--- src/rtl/bridge_ic_pkg.sv ---
// Shared constants and helpers for the bridge_ic device bridge and
// its interrupt controller.
package bridge_ic_pkg;

   localparam int NSRC = 6;

   localparam logic [31:0] T0_BASE  = 32'h0000_7f00;
   localparam logic [31:0] T1_BASE  = 32'h0000_7f10;
   localparam logic [31:0] IC_BASE  = 32'h0000_7f20;
   localparam logic [31:0] WIN_LAST = 32'd11;

   localparam logic [3:0] OFF_PEND = 4'd0;
   localparam logic [3:0] OFF_MASK = 4'd4;
   localparam logic [3:0] OFF_MODE = 4'd8;

   typedef enum logic [1:0] {
      REG_PEND,
      REG_MASK,
      REG_MODE,
      REG_NONE
   } ic_reg_e;

   function automatic logic in_win(
      input logic [31:0] addr,
      input logic [31:0] base
   );
      return (addr >= base) && (addr <= base + WIN_LAST);
   endfunction

   // Word select within the IC window; byte lanes of a word alias to it
   function automatic ic_reg_e reg_sel(input logic [3:0] off);
      ic_reg_e r;
      r = REG_NONE;
      if (off[3:2] == OFF_PEND[3:2]) r = REG_PEND;
      if (off[3:2] == OFF_MASK[3:2]) r = REG_MASK;
      if (off[3:2] == OFF_MODE[3:2]) r = REG_MODE;
      return r;
   endfunction

endpackage

--- src/rtl/ic_cell.sv ---
// One interrupt source: input sampler, pending latch, mask/mode bits
// and the registered interrupt line.
module ic_cell (
   input  logic clk,
   input  logic reset,
   input  logic irq_i,
   input  logic wd_i,
   input  logic pend_we_i,
   input  logic mask_we_i,
   input  logic mode_we_i,
   output logic pend_o,
   output logic mask_o,
   output logic mode_o,
   output logic hwint_o
);

   logic irq_q;
   logic pend_q, pend_d;
   logic mask_q, mask_d;
   logic mode_q, mode_d;
   logic hwint_q, hwint_d;
   logic set_s;

   // A new set beats a same-cycle write-1-to-clear
   always_comb begin
      set_s   = mode_q ? (irq_i & ~irq_q) : irq_i;
      pend_d  = set_s | (pend_q & ~(pend_we_i & wd_i));
      mask_d  = mask_we_i ? wd_i : mask_q;
      mode_d  = mode_we_i ? wd_i : mode_q;
      hwint_d = pend_q & mask_q;
   end

   always_ff @(posedge clk) begin
      if (reset) begin
         irq_q   <= 1'b0;
         pend_q  <= 1'b0;
         mask_q  <= 1'b0;
         mode_q  <= 1'b0;
         hwint_q <= 1'b0;
      end else begin
         irq_q   <= irq_i;
         pend_q  <= pend_d;
         mask_q  <= mask_d;
         mode_q  <= mode_d;
         hwint_q <= hwint_d;
      end
   end

   assign pend_o  = pend_q;
   assign mask_o  = mask_q;
   assign mode_o  = mode_q;
   assign hwint_o = hwint_q;

endmodule

--- src/rtl/bridge_ic.sv ---
// CPU-side device bridge: address decode for two timers plus a local
// interrupt controller, with a combinational read-back mux.
module bridge_ic
   import bridge_ic_pkg::*;
(
   input  logic             clk,
   input  logic             reset,
   input  logic [31:0]      PrAddr,
   input  logic [31:0]      PrWD,
   input  logic [3:0]       PrBE,
   input  logic             PrWe,
   output logic [31:0]      PrRD,
   output logic [31:0]      DevAddr,
   output logic [31:0]      DevWD,
   output logic             T0_We,
   output logic             T1_We,
   input  logic [31:0]      T0_RD,
   input  logic [31:0]      T1_RD,
   input  logic [NSRC-1:0]  irq_in,
   output logic [NSRC-1:0]  HWInt
);

   logic            t0_hit;
   logic            t1_hit;
   logic            ic_hit;
   logic            ic_we;
   logic [3:0]      ic_off;
   ic_reg_e         sel;
   logic            pend_we;
   logic            mask_we;
   logic            mode_we;
   logic [NSRC-1:0] pend_v;
   logic [NSRC-1:0] mask_v;
   logic [NSRC-1:0] mode_v;
   logic [31:0]     ic_rd;

   assign t0_hit = in_win(PrAddr, T0_BASE);
   assign t1_hit = in_win(PrAddr, T1_BASE);
   assign ic_hit = in_win(PrAddr, IC_BASE);

   assign DevAddr = PrAddr;
   assign DevWD   = PrWD;
   assign T0_We   = PrWe & t0_hit;
   assign T1_We   = PrWe & t1_hit;

   // Partial-word writes never touch IC state
   assign ic_off  = PrAddr[3:0] - IC_BASE[3:0];
   assign sel     = reg_sel(ic_off);
   assign ic_we   = PrWe & ic_hit & (PrBE == 4'b1111);
   assign pend_we = ic_we & (sel == REG_PEND);
   assign mask_we = ic_we & (sel == REG_MASK);
   assign mode_we = ic_we & (sel == REG_MODE);

   for (genvar g = 0; g < NSRC; g++) begin : g_cell
      ic_cell u_cell (
         .clk       (clk),
         .reset     (reset),
         .irq_i     (irq_in[g]),
         .wd_i      (PrWD[g]),
         .pend_we_i (pend_we),
         .mask_we_i (mask_we),
         .mode_we_i (mode_we),
         .pend_o    (pend_v[g]),
         .mask_o    (mask_v[g]),
         .mode_o    (mode_v[g]),
         .hwint_o   (HWInt[g])
      );
   end

   always_comb begin
      ic_rd = 32'd0;
      unique case (sel)
         REG_PEND: ic_rd[NSRC-1:0] = pend_v;
         REG_MASK: ic_rd[NSRC-1:0] = mask_v;
         REG_MODE: ic_rd[NSRC-1:0] = mode_v;
         default:  ic_rd = 32'd0;
      endcase
   end

   always_comb begin
      PrRD = 32'd0;
      unique case (1'b1)
         t0_hit:  PrRD = T0_RD;
         t1_hit:  PrRD = T1_RD;
         ic_hit:  PrRD = ic_rd;
         default: PrRD = 32'd0;
      endcase
   end

endmodule

--- config.mk ---
export PLATFORM = sky130hd
export DESIGN_NAME = bridge_ic
export DESIGN_NICKNAME = d
export VERILOG_FILES = /design/src/rtl/bridge_ic_pkg.sv /design/src/rtl/ic_cell.sv /design/src/rtl/bridge_ic.sv
export SDC_FILE = /design/constraint.sdc
export NUM_CORES = 1
export LEC_CHECK = 0
export CAP_MARGIN = 20
export CORE_AREA = 2 2 95 97
export DETAILED_ROUTE_END_ITERATION = 10
export DIE_AREA = 0 0 97 99
export GPL_TIMING_DRIVEN = 0
export PLACE_DENSITY = 0.89
export SLEW_MARGIN = 30
export SYNTH_ARGS = -nofsm -noshare
export SYNTH_HDL_FRONTEND = slang
export SYNTH_SLANG_ARGS = --single-unit
--- constraint.sdc ---
create_clock -name clk -period 3.7 [get_ports clk]
set_input_delay 0.555 -clock clk [delete_from_list [all_inputs] [get_ports clk]]
set_output_delay 0.555 -clock clk [all_outputs]
set_load 0.05 [all_outputs]
; Word-level counts from Yosys, hierarchy flattened
; Index checks and enable logic that the tools add are counted.
[word_totals]
mem_bits_ro = 0
out_inout_bits = 104
wordCells = 106
in_bits = 141
latchBits = 0
reg_bits = 30
n_memories = 0
mem_bits_rw = 0
[classes]
n_div = 0
reduce_logical = 5
shifts = 0
n_eq_ne = 5
bitwise_logic = 49
n_mul = 0
addsub = 0
magnitude_cmp = 6
muxes = 11
[op_table]
columns = op, n
row1 = $ge 32x15->1 const B, 3
row2 = $le 32x15->1 const B, 3
row3 = $pmux 32 s3, 1
row4 = $and 1x1->1, 31
row5 = $pmux 6 s3, 1
row6 = $not 1->1, 12
row7 = $mux 1, 6
row8 = $mux 2, 3
row9 = $or 1x1->1, 6
row10 = $eq 2x1->1 const B, 2
row11 = $eq 2x2->1 const B, 2
row12 = $eq 4x4->1 const B, 1
row13 = $logic_not 2->1, 2
row14 = $logic_and 1x1->1, 3

; Depth between registers and ports, before layout
[logic_depth]
depth_word = 10
depth_mapped = 6
ltp_nobuf = 4

; By module
; Synthesis repeated with hierarchy kept, for this count alone.
[hier_totals]
hier_cells = 282
hier_area_um2 = 2242.2
[by_module_without_submodules]
columns = mod, cells_per_inst, n_inst, area_per_inst_um2
row1 = bridge_ic, 192, 1, 1258.7
row2 = ic_cell, 15, 6, 163.9

; Worst setup path before layout
; No wires, ideal clock.
[synth_timing]
kind = input to output
startpoint = in PrAddr[23]
endpoint = out PrRD[0]
t_arrival_ps = 2029
stages = 5
slack_ps = 1116
required_time_ps = 3145
path_cell_list = nor4_2 > nand4b_2 > nor3_4 > buf_6 > a221o_1
[synth_via]
elab_chain_len = 3
elab_cells_between_ends = 10
classes_between = order compare (6) / mux (1) / reduce/logical (3)
[synth_lines]
columns = element, line_no
row1 = from (decl), bridge_ic.sv:8  ; input logic [31:0] PrAddr,
row2 = $ge 32x15->1 / $le 32x15->1 (equally long branches), bridge_ic_pkg.sv:27  ; return (addr >= base) && (addr <= base + WIN_LAST);
row3 = $logic_and 1x1->1, bridge_ic_pkg.sv:27
row4 = $pmux 32 s3 (*), bridge_ic.sv:82  ; unique case (1'b1)
row5 = to (decl), bridge_ic.sv:12  ; output logic [31:0] PrRD,
; Every way passes the cells marked *; elsewhere a longest branch is shown, timed or not.

; Worst setup path after layout
[layout_timing]
startpoint = in PrAddr[20]
endpoint = out T1_We
[layout_via]
elab_chain_len = 3
elab_cells_between_ends = 4
classes_between = order compare (2) / bitwise (1) / reduce/logical (1)
[layout_lines]
columns = element, line_no
row1 = $ge 32x15->1 / $le 32x15->1 (equally long branches), bridge_ic_pkg.sv:27
row2 = $logic_and 1x1->1 (*), bridge_ic_pkg.sv:27
row3 = $and 1x1->1 (*), bridge_ic.sv:44  ; assign T1_We = PrWe & t1_hit;
row4 = to (decl), bridge_ic.sv:16  ; output logic T1_We,
; Marks and branches as above.

==> metrics.csv <==
metric,value,unit
HPWL Detailed,8900,microns
Fillers,773,
largest net degree at the start of global routing,11,
Max-cap violations,0,
Syn Nets,418,
Die X,97,microns
hold buffer count at cts,0,
Core Footprint,8550,sq um
most frequent cells in the layout,"clkdlybuf4s50_1 (181), buf_4 (73), dfxtp_1 (30), dlygate4sd2_1 (27), a22o_1 (26)",
Clock Latency Late Sink,0.29,ns
Critical-path top delay cell,dlygate4sd2_1,
"FF+latch count, synth",30,
Slew Limit Headroom,0.641,
1st-iter DRT viols,263,
Crit path arrival time,2.98,ns
Critical Path Sink Type,output pin,
final period utilization,0.956,
Post-Syn Area,2390,sq um
Max rail drop VDD,0.107,mV
initial antenna violation count,3,
die area,9600,sq um
Adder-Cell Fraction of Synth Area,0,
fin. max-slew vios,0,
Setup CP Type,in -> out,
Routed WL per cell,16.9,microns
clock slew at reported path FFs,0.06,ns
YS warnings,0,
final hold slack,0.451,ns
f_max,0.283,GHz
final hold vios,0,
routed vias,2962,
total track usage,0.208,
top fanout value on the critical path,10,
crit-path cells,clkdlybuf4s50_1 -> nor4_2 -> nand4b_2 -> nor3_4 -> buf_6 -> and2_1 -> dlygate4sd2_1,
htree depth,2,
first-pass GRT wire length,16000,microns
Worst-Margin Slew,0.535,ns
post-synthesis cell count,277,
Synth Area in Compound Gates,0.240,
Multi-input gate area,1150,sq um
DRC,0,
gp weighted congestion,0.993,
clock skew,0.00378,ns
critical path startpoint category,input pin,
register area,601,sq um
largest family of logic cells by synthesized area,buffers and inverters,
clk root buf,clkbuf_8,
Worst Hold Class,reg -> reg,
"Avg Cell Area, Syn",8.64,sq um
min cycle time layout,3.54,ns
Initial DRT Pass Iterations,5,
pwr dens,218,nW/um^2
area growth from synthesis to layout,97.8,%
Setup TNS,0,ns
input/output buffers,215,
detailed-route vias per instance,4.84,
Simple-Gate Fraction of Synth Area,0.216,
CTS Sinks,30,
I/O pin total,245,
Initial Util,0.280,
unrepaired setup endpoints after global routing,no,
number of global-route vias before repair,3036,
count of unique library cells instantiated by Yosys,35,
sequential share of the synthesized area,0.251,
mux contribution to synthesized area,0.0251,
CTS max path bufs,2,
Pleak,2.08,nW
die height,99,microns
final wirelength,10400,microns
status,"complete, no violations",
site row count,34,
max incr delay on CP,0.55,ns
"Setup violations, final",0,
total setup buffers inserted after CTS,0,
NumNets Final,640,
Antenna Violating Nets Remaining,0,
cts repair resizes,32,
share of layout cells above drive strength 1,0.208,
CTS buffer count,5,
xor and xnor area share after synthesis,0,
"most common cell after layout, fill and taps aside",clkdlybuf4s50_1,
Critical Path RT,3.14,ns
gr ovfl total,0,
CTS tree,yes,
==> final cells by class <==
type / instances / area share
Antenna cell: 4 / 0.00211
Clock buffer: 7 / 0.0182
Inverter: 1 / 0.000793
Tap cell: 108 / 0.0285
Sequential cell: 30 / 0.127
Multi-Input combinational cell: 157 / 0.243
Clock inverter: 1 / 0.00106
Timing Repair Buffer: 215 / 0.444
Buffer: 89 / 0.135
==> cells in the mapped netlist (all sizes together) <==
master   instances  area share
buf             83        0.26
dfxtp           30        0.25
a22o            26       0.095
nand2           21       0.033
a21oi           18       0.038
nand4           14       0.045
o31ai           12       0.038
nor2             7       0.011
nor2b            7       0.018
a221o            6       0.025
a311oi           6       0.022
clkbuf           6      0.0094
mux2i            6       0.025
nor3             6       0.024
and3             4       0.010
and4             4       0.015
nor4             4       0.028
a2bb2oi          3       0.011
o21ai            3      0.0063
and2             2      0.0052
and4b            2      0.0084
nand3            2      0.0042
nand4b           2      0.0099
a211oi           1      0.0052
and2b            1      0.0031
inv              1      0.0016
==> through the flow <==
step / setup WS (ns) / cells / total power [mW] / instance area (sq um) / util
global placement: -0.154 / 600 / 0.764 / 4680 / 0.547
finish: 0.164 / 612 / 1.03 / 4730 / 0.554
floorplan: 1.12 / 277 / 0.557 / 2390 / -
CTS: 0.0457 / 608 / 1.04 / 4730 / 0.553
global route: 0.00150 / 608 / 1.07 / 4720 / 0.552
detailed placement: -0.179 / 600 / 0.770 / 4680 / 0.547
==> state kept, by name, summed over array words and instances (netlist names) <==
name	flops
g_cell.u_cell.hwint_o	6
g_cell.u_cell.irq_q	6
g_cell.u_cell.mask_o	6
g_cell.u_cell.mode_o	6
g_cell.u_cell.pend_o	6
==> critical path: cells and delay by family <==
kind                   cells  cell delay (ns)
AND/OR/NAND/NOR            4             1.19
buffers and inverters      3             1.23
==> cell families after synthesis <==
logic type	count (synthesis)
simple gates	76
flops	30
compound gates	75
buf+inv	90
mux	6
==> power breakdown <==
| part | switching [mW] | internal, mW | leakage, nW |
|---|---|---|---|
| Combinational | 0.209 | 0.218 | 1.79 |
| Sequential | 0.00489 | 0.331 | 0.245 |
| Clock | 0.119 | 0.150 | 0.0483 |
==> layer usage <==
layer	up-vias	GRT usage	part of all wire
met5	-	0	0
met4	0	0.0715	0.024
met3	21	0.0631	0.090
met2	189	0.377	0.51
met1	1340	0.232	0.38
li1	1412	-	-
==> path summary, 6_finish.rpt <==
path,startpoint,end,slack (ns),depth (start not counted)
max,PrAddr[20],T1_We,0.16,7
max reg2reg,g_cell[2].u_cell.mode_o,g_cell[2].u_cell.pend_o,2.87,3
min,g_cell[3].u_cell.mask_o,g_cell[3].u_cell.hwint_o,0.45,2
min reg2reg,g_cell[3].u_cell.mask_o,g_cell[3].u_cell.hwint_o,0.45,2
(Power assumes the default switching activity.)
